[src/rtl/draw_result_banner.sv]
// draw_result_banner: end-of-round banner overlay for the VGA chain.
// Draws WIN / LOSE / DRAW from an internal 8x8 glyph ROM, replicated by SCALE,
// with its top-left corner at (XPOS,YPOS). An optional backdrop box of
// BOX_RGB extends MARGIN pixels around the text. The message is latched only
// at frame boundaries (rising vsync). A blink phase can run before the banner
// is shown steadily.
//
// Ports:
//   clk, rst                 pixel clock, asynchronous active-high reset
//   state[2:0]               game state: 3=WIN, 4=LOSE, 5=DRAW, other=no banner
//   vga_result_in_*          upstream hcount/hsync/hblnk/vcount/vsync/vblnk/rgb
//   vga_result_out_*         the same fields delayed 2 clk, rgb with overlay
//
// FSM states:
//   state  | meaning
//   IDLE   | no message latched, rgb passes through
//   BLINK  | message shown, visibility toggles every BLINK_FR frames
//   STEADY | message shown continuously
module draw_result_banner #(
  parameter int          XPOS      = 600,
  parameter int          YPOS      = 334,
  parameter int          SCALE     = 8,
  parameter logic [11:0] WIN_RGB   = 12'hfa5,
  parameter logic [11:0] LOSE_RGB  = 12'hfa5,
  parameter logic [11:0] DRAW_RGB  = 12'hfa5,
  parameter bit          BOX_EN    = 1'b1,
  parameter logic [11:0] BOX_RGB   = 12'h000,
  parameter int          MARGIN    = 8,
  parameter int          BLINK_FR  = 15,
  parameter int          BLINK_CNT = 3
) (
  input  logic        clk,
  input  logic        rst,
  input  logic [2:0]  state,
  input  logic [10:0] vga_result_in_hcount,
  input  logic        vga_result_in_hsync,
  input  logic        vga_result_in_hblnk,
  input  logic [10:0] vga_result_in_vcount,
  input  logic        vga_result_in_vsync,
  input  logic        vga_result_in_vblnk,
  input  logic [11:0] vga_result_in_rgb,
  output logic [10:0] vga_result_out_hcount,
  output logic        vga_result_out_hsync,
  output logic        vga_result_out_hblnk,
  output logic [10:0] vga_result_out_vcount,
  output logic        vga_result_out_vsync,
  output logic        vga_result_out_vblnk,
  output logic [11:0] vga_result_out_rgb
);

  localparam int LOG2S = $clog2(SCALE);
  localparam int PITCH = 9 * SCALE;

  localparam logic signed [11:0] XPOS_S   = 12'(XPOS);
  localparam logic signed [11:0] YPOS_S   = 12'(YPOS);
  localparam logic signed [11:0] PITCH1   = 12'(PITCH);
  localparam logic signed [11:0] PITCH2   = 12'(2 * PITCH);
  localparam logic signed [11:0] PITCH3   = 12'(3 * PITCH);
  localparam logic signed [11:0] GLYPH_W  = 12'(8 * SCALE);
  localparam logic signed [11:0] TEXT_H   = 12'(8 * SCALE);
  localparam logic signed [11:0] W3       = 12'(3 * PITCH - SCALE);
  localparam logic signed [11:0] W4       = 12'(4 * PITCH - SCALE);
  localparam logic signed [11:0] MARGIN_S = 12'(MARGIN);
  localparam logic signed [11:0] BOX_LO   = 12'(-MARGIN);
  localparam logic signed [11:0] BOX_HI_Y = 12'(8 * SCALE + MARGIN);

  localparam int FR_W = (BLINK_FR > 2) ? $clog2(BLINK_FR) : 1;
  localparam int TG_W = (BLINK_CNT > 0) ? $clog2(2 * BLINK_CNT) : 1;
  localparam logic [FR_W-1:0] FR_LAST = FR_W'((BLINK_FR > 0) ? BLINK_FR - 1 : 0);
  localparam logic [TG_W-1:0] TG_LAST = TG_W'((BLINK_CNT > 0) ? 2 * BLINK_CNT - 1 : 0);
  localparam bit BLINK_ON = (BLINK_FR > 0) && (BLINK_CNT > 0);

  typedef enum logic [1:0] {MSG_NONE, MSG_WIN, MSG_LOSE, MSG_DRAW} msg_t;
  typedef enum logic [1:0] {IDLE, BLINK, STEADY} fsm_t;
  typedef enum logic [3:0] {G_W, G_I, G_N, G_L, G_O, G_S, G_E, G_D, G_R, G_A} glyph_t;

  // Row 0 is the top byte; bit 7 of each row is the leftmost column.
  function automatic logic [7:0] glyph_row(input glyph_t g, input logic [2:0] row);
    logic [63:0] rows;
    case (g)
      G_W:     rows = 64'hC6C6C6D6FEEEC600;
      G_I:     rows = 64'h3C18181818183C00;
      G_N:     rows = 64'hC6E6F6DECEC6C600;
      G_L:     rows = 64'hC0C0C0C0C0C0FE00;
      G_O:     rows = 64'h7CC6C6C6C6C67C00;
      G_S:     rows = 64'h7CC6C07C06C67C00;
      G_E:     rows = 64'hFEC0C0FCC0C0FE00;
      G_D:     rows = 64'hF8CCC6C6C6CCF800;
      G_R:     rows = 64'hFCC6C6FCD8CCC600;
      G_A:     rows = 64'h386CC6C6FEC6C600;
      default: rows = '0;
    endcase
    return rows[{3'd7 - row, 3'b000} +: 8];
  endfunction

  function automatic glyph_t msg_glyph(input msg_t m, input logic [1:0] idx);
    glyph_t g;
    g = G_W;
    case (m)
      MSG_WIN:  case (idx) 2'd0: g = G_W; 2'd1: g = G_I; default: g = G_N; endcase
      MSG_LOSE: case (idx) 2'd0: g = G_L; 2'd1: g = G_O; 2'd2: g = G_S; default: g = G_E; endcase
      MSG_DRAW: case (idx) 2'd0: g = G_D; 2'd1: g = G_R; 2'd2: g = G_A; default: g = G_W; endcase
      default:  g = G_W;
    endcase
    return g;
  endfunction

  function automatic logic [11:0] msg_rgb(input msg_t m);
    case (m)
      MSG_WIN:  return WIN_RGB;
      MSG_LOSE: return LOSE_RGB;
      default:  return DRAW_RGB;
    endcase
  endfunction

  // Frame boundary detect and message latch
  logic vsync_d;
  logic frame_tick;
  msg_t msg_latch;

  assign frame_tick = vga_result_in_vsync & ~vsync_d;

  always_ff @(posedge clk or posedge rst) begin
    if (rst) begin
      vsync_d   <= 1'b0;
      msg_latch <= MSG_NONE;
    end else begin
      vsync_d <= vga_result_in_vsync;
      if (frame_tick) begin
        case (state)
          3'd3:    msg_latch <= MSG_WIN;
          3'd4:    msg_latch <= MSG_LOSE;
          3'd5:    msg_latch <= MSG_DRAW;
          default: msg_latch <= MSG_NONE;
        endcase
      end
    end
  end

  // Blink FSM
  fsm_t fsm_q, fsm_d;
  logic [FR_W-1:0] fr_cnt_q, fr_cnt_d;
  logic [TG_W-1:0] tg_cnt_q, tg_cnt_d;
  logic vis_q, vis_d;
  msg_t shown_q, shown_d;

  always_ff @(posedge clk or posedge rst) begin
    if (rst) begin
      fsm_q    <= IDLE;
      fr_cnt_q <= '0;
      tg_cnt_q <= '0;
      vis_q    <= 1'b0;
      shown_q  <= MSG_NONE;
    end else begin
      fsm_q    <= fsm_d;
      fr_cnt_q <= fr_cnt_d;
      tg_cnt_q <= tg_cnt_d;
      vis_q    <= vis_d;
      shown_q  <= shown_d;
    end
  end

  always_comb begin
    fsm_d    = fsm_q;
    fr_cnt_d = fr_cnt_q;
    tg_cnt_d = tg_cnt_q;
    vis_d    = vis_q;
    shown_d  = shown_q;
    if (msg_latch == MSG_NONE) begin
      fsm_d    = IDLE;
      fr_cnt_d = '0;
      tg_cnt_d = '0;
      vis_d    = 1'b0;
      shown_d  = MSG_NONE;
    end else if (fsm_q == IDLE || msg_latch != shown_q) begin
      // New message: always start visible, blink phase counted from scratch.
      fsm_d    = BLINK_ON ? BLINK : STEADY;
      fr_cnt_d = '0;
      tg_cnt_d = '0;
      vis_d    = 1'b1;
      shown_d  = msg_latch;
    end else if (fsm_q == BLINK && frame_tick) begin
      if (fr_cnt_q == FR_LAST) begin
        fr_cnt_d = '0;
        if (tg_cnt_q == TG_LAST) begin
          fsm_d    = STEADY;
          vis_d    = 1'b1;
          tg_cnt_d = '0;
        end else begin
          vis_d    = ~vis_q;
          tg_cnt_d = tg_cnt_q + 1'b1;
        end
      end else begin
        fr_cnt_d = fr_cnt_q + 1'b1;
      end
    end
  end

  // Stage 1: relative coordinates, glyph select, region flags
  logic signed [11:0] rx, ry, col_off, w_px;
  logic [1:0] idx;
  logic in_text, in_box;

  always_comb begin
    rx      = $signed({1'b0, vga_result_in_hcount}) - XPOS_S;
    ry      = $signed({1'b0, vga_result_in_vcount}) - YPOS_S;
    w_px    = (shown_q == MSG_WIN) ? W3 : W4;
    idx     = 2'd0;
    col_off = rx;
    // Character index by comparing against pitch multiples instead of dividing.
    if (rx < PITCH1) begin
      idx     = 2'd0;
      col_off = rx;
    end else if (rx < PITCH2) begin
      idx     = 2'd1;
      col_off = rx - PITCH1;
    end else if (rx < PITCH3) begin
      idx     = 2'd2;
      col_off = rx - PITCH2;
    end else begin
      idx     = 2'd3;
      col_off = rx - PITCH3;
    end
    in_text = !rx[11] && (rx < w_px) && !ry[11] && (ry < TEXT_H) && (col_off < GLYPH_W);
    in_box  = BOX_EN && (rx >= BOX_LO) && (rx < w_px + MARGIN_S)
              && (ry >= BOX_LO) && (ry < BOX_HI_Y);
  end

  logic [10:0] s1_hcount, s1_vcount;
  logic s1_hsync, s1_hblnk, s1_vsync, s1_vblnk;
  logic [11:0] s1_rgb;
  logic s1_text, s1_box;
  glyph_t s1_glyph;
  logic [2:0] s1_row, s1_col;

  always_ff @(posedge clk or posedge rst) begin
    if (rst) begin
      s1_hcount <= '0;
      s1_vcount <= '0;
      s1_hsync  <= 1'b0;
      s1_hblnk  <= 1'b0;
      s1_vsync  <= 1'b0;
      s1_vblnk  <= 1'b0;
      s1_rgb    <= '0;
      s1_text   <= 1'b0;
      s1_box    <= 1'b0;
      s1_glyph  <= G_W;
      s1_row    <= '0;
      s1_col    <= '0;
    end else begin
      s1_hcount <= vga_result_in_hcount;
      s1_vcount <= vga_result_in_vcount;
      s1_hsync  <= vga_result_in_hsync;
      s1_hblnk  <= vga_result_in_hblnk;
      s1_vsync  <= vga_result_in_vsync;
      s1_vblnk  <= vga_result_in_vblnk;
      s1_rgb    <= vga_result_in_rgb;
      s1_text   <= in_text;
      s1_box    <= in_box;
      s1_glyph  <= msg_glyph(shown_q, idx);
      s1_row    <= ry[LOG2S +: 3];
      s1_col    <= col_off[LOG2S +: 3];
    end
  end

  // Stage 2: glyph lookup and colour mux
  logic glyph_bit;
  logic [11:0] rgb_nxt;

  always_comb begin
    glyph_bit = glyph_row(s1_glyph, s1_row)[3'd7 - s1_col];
    rgb_nxt   = s1_rgb;
    if (s1_hblnk || s1_vblnk || fsm_q == IDLE || !vis_q) begin
      rgb_nxt = s1_rgb;
    end else if (s1_text && glyph_bit) begin
      rgb_nxt = msg_rgb(shown_q);
    end else if (s1_box) begin
      rgb_nxt = BOX_RGB;
    end
  end

  always_ff @(posedge clk or posedge rst) begin
    if (rst) begin
      vga_result_out_hcount <= '0;
      vga_result_out_hsync  <= 1'b0;
      vga_result_out_hblnk  <= 1'b0;
      vga_result_out_vcount <= '0;
      vga_result_out_vsync  <= 1'b0;
      vga_result_out_vblnk  <= 1'b0;
      vga_result_out_rgb    <= '0;
    end else begin
      vga_result_out_hcount <= s1_hcount;
      vga_result_out_hsync  <= s1_hsync;
      vga_result_out_hblnk  <= s1_hblnk;
      vga_result_out_vcount <= s1_vcount;
      vga_result_out_vsync  <= s1_vsync;
      vga_result_out_vblnk  <= s1_vblnk;
      vga_result_out_rgb    <= rgb_nxt;
    end
  end

endmodule
[config.mk]
export PLATFORM = sky130hd
export DESIGN_NAME = draw_result_banner
export DESIGN_NICKNAME = d
export VERILOG_FILES = /design/src/rtl/draw_result_banner.sv
export SDC_FILE = /design/constraint.sdc
export NUM_CORES = 1
export LEC_CHECK = 0
export BUFFER_PORTS_ARGS = -buffer_cell sky130_fd_sc_hd__buf_2
export CAP_MARGIN = 20
export CORE_UTILIZATION = 61
export DETAILED_ROUTE_END_ITERATION = 6
export HOLD_SLACK_MARGIN = 0.15
export PLACE_DENSITY_LB_ADDON = 0.05
export SLEW_MARGIN = 5
export SYNTH_ARGS = -nofsm -noshare
export SYNTH_HDL_FRONTEND = slang
export SYNTH_SLANG_ARGS = --single-unit
[constraint.sdc]
create_clock -name clk -period 10.2 [get_ports clk]
set_clock_uncertainty 0.1 [all_clocks]
set_input_delay 2.55 -clock clk [delete_from_list [all_inputs] [get_ports clk]]
set_output_delay 2.55 -clock clk [all_outputs]
set_load 0.03 [all_outputs]
# Word level (Yosys, flattened, before mapping)
# Memory sizes are Yosys's and may differ from the RTL's.
# Index checks and enable logic that the tools add are counted.
[totals]
input_bits = 43
latchBits = 0
romBits = 784
mem_bits_rw = 0
register_bits = 102
memories = 1
wordCells = 126
output_inout_bits = 38
[mem_list]
columns = ["name", "depth", "word_bits", "rd", "rd_clocked_by_memory_dff", "wr", "line_no", "rtl"]
rows = [
  ["(no name shown)", 16, 49, 1, 0, 0, "80", "case (g)"],
]
[classes]
shift = 1
eq_ne = 12
muxes = 38
magnitude_cmp = 11
multipliers = 0
add_sub_neg = 10
div_mod_pow = 0
bitwise = 3
reduce_logical = 25
[op_table]
columns = ["cell", "count"]
rows = [
  ["12-bit two-way mux", 6],
  ["64-bit by 7-bit indexed part select with 8-bit output", 1],
  ["12-bit by 8-bit less-than comparator with 1-bit output, second input constant", 4],
  ["12-bit by 4-bit >= comparator with 1-bit output, second input constant", 2],
  ["12-bit by 9-bit less-than comparator with 1-bit output, second input constant", 2],
  ["4-bit one-hot mux with 3 select lines", 2],
  ["12-bit by 9-bit subtractor with 12-bit output, second input constant", 2],
  ["2-bit two-way mux", 9],
  ["4-bit two-way mux", 4],
  ["3-bit two-way mux", 5],
  ["12-bit by 10-bit less-than comparator with 1-bit output", 1],
  ["12-bit by 11-bit less-than comparator with 1-bit output", 1],
  ["11-bit by 10-bit subtractor with 12-bit output, second input constant", 1],
  ["11-bit by 9-bit subtractor with 12-bit output, second input constant", 1],
  ["12-bit by 8-bit subtractor with 12-bit output, second input constant", 1],
  ["9-bit by 4-bit adder with 10-bit output, second input constant", 1],
  ["3-bit equality test, second input constant", 3],
  ["1-bit logical AND", 9],
  ["9-bit two-way mux", 1],
  ["3-bit one-hot mux with 3 select lines", 1],
  ["3-bit nonzero test", 3],
  ["1-bit two-way mux", 7],
  ["2-bit by 1-bit equality test with 1-bit output, second input constant", 3],
  ["2-bit equality test, second input constant", 3],
  ["18 further kinds", 27],
]

# Longest topological paths before layout
[depth]
ltp_word = 8
depth_mapped = 15
ltp_nobuf = 13

# Worst setup path after synthesis
# No wires, ideal clock.
[synth_path]
path_type = "input to register"
startpoint = "input port vga_result_in_hcount[5]"
endpoint = "register s1_glyph[0]"
setup_ns = 0.121
required_ns = 9.979
n_path_buf = 1
path_slack_ns = 5.132
cell_stages = 11
t_arrival_ns = 4.847
path_cell_list = "buf_2 inv_1 ha_1 a2111oi_4 mux2i_1 nand3_1 nand2b_1 o21ai_1 inv_1 ha_1 a22o_1"
[synth_via]
elab_chain_cells = 8
word_cells_on_any_way = 14
cone_classes = "add/sub: 1; order compare: 3; eq/ne: 2; mux: 7; reduce/logical: 1"
[synth_lines]
columns = ["item", "line_no", "rtl"]
rows = [
  ["start, declared", "35", "input logic [10:0] vga_result_in_hcount,"],
  ["11-bit by 10-bit subtractor with 12-bit output *", "205", "rx = $signed({1'b0, vga_result_in_hcount}) - XPOS_S;"],
  ["12-bit by 9-bit less-than comparator with 1-bit output", "217", "end else if (rx < PITCH3) begin"],
  ["1-bit two-way mux", "217", ""],
  ["2-bit two-way mux", "214", "end else if (rx < PITCH2) begin"],
  ["2-bit two-way mux *", "211", "if (rx < PITCH1) begin"],
  ["2-bit equality test, or another cell as far along", "101, 102", ""],
  ["4-bit one-hot mux with 3 select lines, or another cell as far along", "102", "MSG_DRAW: case (idx) 2'd0: g = G_D; 2'd1: g = G_R; 2'd2: g = G_A; default: g = G_W; endcase"],
  ["4-bit one-hot mux with 3 select lines *", "99", "case (m)"],
  ["end signal, assigned", "260", "s1_glyph <= msg_glyph(shown_q, idx);"],
  ["end, declared", "233", "glyph_t s1_glyph;"],
]
# Every way passes the cells marked *; elsewhere a longest branch is shown, timed or not.
# A chain may end at the register's enable or synchronous reset.

# Worst setup path after layout
[layout_path]
startpoint = "input port vga_result_in_hcount[5]"
endpoint = "register s1_glyph[1]"
# Same word-level chain as after synthesis.

==> results.md <==
- The arrival time at the worst endpoint is ~5400 ps.
- The buffer type at the clock tree root is clkbuf_8.
- The DRC marker count from the first detailed-route iteration is 192.
- The finished layout holds 683 standard cells, fillers aside.
- The worst supply voltage drop on vdd is 0.00008961 V.
- Entering global routing, the biggest net connects ~80 pins.
- The via count of the first global-routing pass is 3831.
- For this design the top-level I/O count stands at 81.
- The commonest non-fill, non-tap cell in the layout is dfrtp_1.
- For this run, the total global-route usage over all layers was measured as 27.54%.
- The final setup violation count is 0.
- The number of diodes is 0.
- The element type at the critical path end is a flop.
- The startpoint-to-endpoint class of the critical path is primary input to flop.
- The number of cell rows is 32.
- The pre-CTS worst setup slack is 4637 ps.
- Detailed placement ended at an HPWL of 8.118 mm.
- The average wire per standard cell is 16.38 microns.
- The total power consumption of the routed design is 904.4 uW.
- The run finished with clean final reports.
- Summed over all cells, the static leakage comes to 0.002635 uW.
- The cell class contributing the biggest share of worst-path delay is compound AO/OA/AOI/OAI gates.
- The power density relative to cell area is 157.9 mW/mm^2.
- The first-pass GRT wire length is 18.34 mm.
- The clock period could shrink to ~5200 ps.
- The post-detailed-routing wire length is roughly 11 mm.
- The combined area of all synthesized cells is between 0.005 and 0.006 sq mm.
- Once the clock tree was built, the resizer swapped 0 gates to a different size.
- The first TritonRoute pass finished after 5 iterations.
- The signed area change from the synthesized netlist to the final layout is 12.48%.
- The final net count is about 640.
- Data on the critical path is required at its endpoint by 10390 ps.
- The TritonCTS clock tree is yes.
- The path class of the tightest hold or removal check is flop to flop.
- The count of buffers from port buffering is 80.
- For this run, the number of Yosys warnings is 0.
- STA classifies the critical path startpoint as a primary input.
- Leaving out fill and tap cells, the most frequent cells in the layout are dfrtp_1 (102), buf_2 (80), nand2_1 (56), o21ai_0 (35), nor2_1 (31).
- The number of hold-slack violations in the final timing report is 0.
- The maximum clock insertion buffer count is 2.
- The final worst setup slack is about 5000 ps.
- In this run the worst path has a maximum fanout of 12.
- The clock reaches the later pin of the worst-skew pair after between 300 and 400 ps.
- Setup repair after global routing left no endpoint under its margin.
- Clock tree synthesis found a total of 102 sinks.
- In the final layout, the share of cells above drive strength 1 is 19.79%.
- Clock-pin slew was measured on the worst setup and hold paths at 110 ps.
- The upper clock frequency limit is 0.1911 GHz.
- Synthesis produced a netlist with a net count of 578.
- The H-tree was split into 3 levels.
- The global-route congestion overflow total is 0.
- For this configuration, the core starts out at a cell density of approximately 65%.
- The register bit count reported by yosys is 102.
- After synthesis, the share of flip-flops with an asynchronous set or reset is 100.0%.
- The initial antenna violation count was 0.
- The relative slew slack is 37.59%.
- Yosys mapped the design onto 69 distinct sky130hd cell types.
- The number of synthesized flops with an enable pin is 0.
- After detailed routing, the number of vias per cell comes to 5.991.
- The mean instance size in the synthesized netlist is between 9 and 10 sq um.
- The post-synthesis instance total is 511.
- The count of maximum capacitance violations is 0.
- For this run, the slowest stage of the critical path takes between 400 and 500 ps.
- For this design, the CTS-stage hold fixing added 0 buffers.
- Traced cell by cell, the critical path runs through buf_2, inv_1, ha_1, a2111oi_4, mux2i_1, nand3_1, a21oi_1, nand2b_1, ha_1, nand2_1, o21ai_0, nand2_1, o21ai_0.
- The number of design rule violations left after detail routing is 0.
- The congestion estimate from routability-driven global placement came to 0.9596.
- From bottom edge to top edge, the die measures 93.37 microns.
- The leading register cell type out of synthesis is dfrtp_1.
- The setup TNS after final layout is 0 ps.
- In this run the horizontal extent of the chip is 93.37 microns.
- The floorplan step defined a die boundary enclosing 0.008718 sq mm.
- The portion of the clock cycle consumed by the worst path in the final layout is 51.30%.
- The post-CTS setup repair buffer count is 0.
- The number of nets with antenna violations after detailed routing is 0.
- The number of buffers and inverters on the critical path is 2.
- The routed via count is 4092.
- The number of placed instances, taps included, is 667.
- In this run, CTS created clock tree buffers numbering 9.
- The slowest stage cell on the critical path is a2111oi_4.
- The share of the Yosys chip area taken by registers is 50.12%.
- The area of the core region is 0.007888 sq mm.
- The total count of max-transition violations in the final report is 0.
- The actual slew at the worst max-slew pin is 936.1 ps.
## flip-flops by register name, summed over array words and instances, names as in the netlist, 3 cells and up
signal                 flops
s1_rgb                    12
vga_result_out_rgb        12
s1_hcount                 11
s1_vcount                 11
vga_result_out_hcount     11
vga_result_out_vcount     11
fr_cnt_q                   4
s1_glyph                   4
s1_col                     3
s1_row                     3
tg_cnt_q                   3
## metrics by stage
step | cell area [sq um] | util, % | hold slack [ps]
finish | 5728 | 72.62 | 255.5
global route | 5728 | 72.62 | 264.0
CTS | 5728 | 72.62 | 257.0
detailed placement | 5513 | 69.89 | 234.7
global placement | 5513 | 69.89 | 231.3
floorplan | 5092 | - | 231.2
## cell usage after synthesis (4+ instances only)
| master | n | area, sq um |
|---|---|---|
| nor4_1 | 6 | 37.54 |
| clkbuf_1 | 14 | 52.55 |
| xnor2_1 | 8 | 70.07 |
| mux2i_1 | 4 | 40.04 |
| ha_1 | 24 | 300.3 |
| o211ai_1 | 5 | 37.54 |
| nor3b_1 | 4 | 30.03 |
| buf_2 | 12 | 60.06 |
| a21o_1 | 6 | 45.04 |
| nand3b_1 | 6 | 45.04 |
| nand3_1 | 11 | 55.05 |
| nand2_1 | 56 | 210.2 |
| o21ai_0 | 35 | 175.2 |
| nand4_1 | 6 | 37.54 |
| o21a_1 | 7 | 52.55 |
| dfrtp_1 | 102 | 2552 |
| a31oi_1 | 5 | 31.28 |
| a21oi_1 | 29 | 145.1 |
| inv_1 | 23 | 86.33 |
| and3_1 | 8 | 50.05 |
| nor2b_1 | 5 | 31.28 |
| nor2_1 | 31 | 116.4 |
| o221ai_1 | 4 | 35.03 |
| nor3_1 | 12 | 60.06 |
| nand2b_1 | 15 | 93.84 |
## cell type report
| class | instances | area [sq um] |
|---|---|---|
| Sequential cell | 102 | 2552 |
| Multi-Input combinational cell | 356 | 2325 |
| Fill cell | 589 | 2160 |
| Timing Repair Buffer | 81 | 407.9 |
| Tap cell | 102 | 127.6 |
| Clock buffer | 9 | 123.9 |
| Inverter | 26 | 100.1 |
| Clock inverter | 7 | 91.34 |
## metal layers
layer | track usage (%) | up-vias | wire length [microns]
li1 | - | 1950 | -
met1 | 37.69 | 1912 | 4654
met2 | 44.49 | 202 | 5361
met3 | 5.285 | 28 | 911
met4 | 8.974 | 0 | 258
met5 | 0 | - | 0
## report_power, final
| group | switching, uW | leakage [uW] | total, uW | internal, uW |
|---|---|---|---|---|
| clock network | 155 | 0.000105 | 254 | 99.7 |
| logic | 119 | 0.00130 | 195 | 75.3 |
| registers | 27.4 | 0.00123 | 455 | 428 |
| total | 301 | 0.00264 | 904 | 603 |
## final timing paths
| path | endpoint | depth (start not counted) | slack [ps] | startpoint |
|---|---|---|---|---|
| max | s1_glyph[1]$_DFF_PP0_ | 13 | 4970 | vga_result_in_hcount[5] |
| min | vga_result_out_vcount[6]$_DFF_PP0_ | 0 | 260 | s1_vcount[6]$_DFF_PP0_ |
| max reg2reg | vga_result_out_rgb[1]$_DFF_PP0_ | 7 | 6880 | s1_glyph[2]$_DFF_PP0_ |
| min reg2reg | vga_result_out_vcount[6]$_DFF_PP0_ | 0 | 260 | s1_vcount[6]$_DFF_PP0_ |
| max in group asynchronous | s1_col[0]$_DFF_PP0_ | 3 | 6730 | rst |
| min in group asynchronous | s1_hcount[9]$_DFF_PP0_ | 2 | 2020 | rst |
## kinds of logic after synthesis
group | count (synthesis) | share of synthesized area [%]
fa+ha+maj | 24 | 5.897
simple gates | 174 | 17.32
compound gates | 141 | 19.21
flops | 102 | 50.12
xor+xnor | 12 | 2.212
mux | 5 | 1.007
buf+inv | 53 | 4.226
Note: power is estimated with default switching activity, not from simulation.
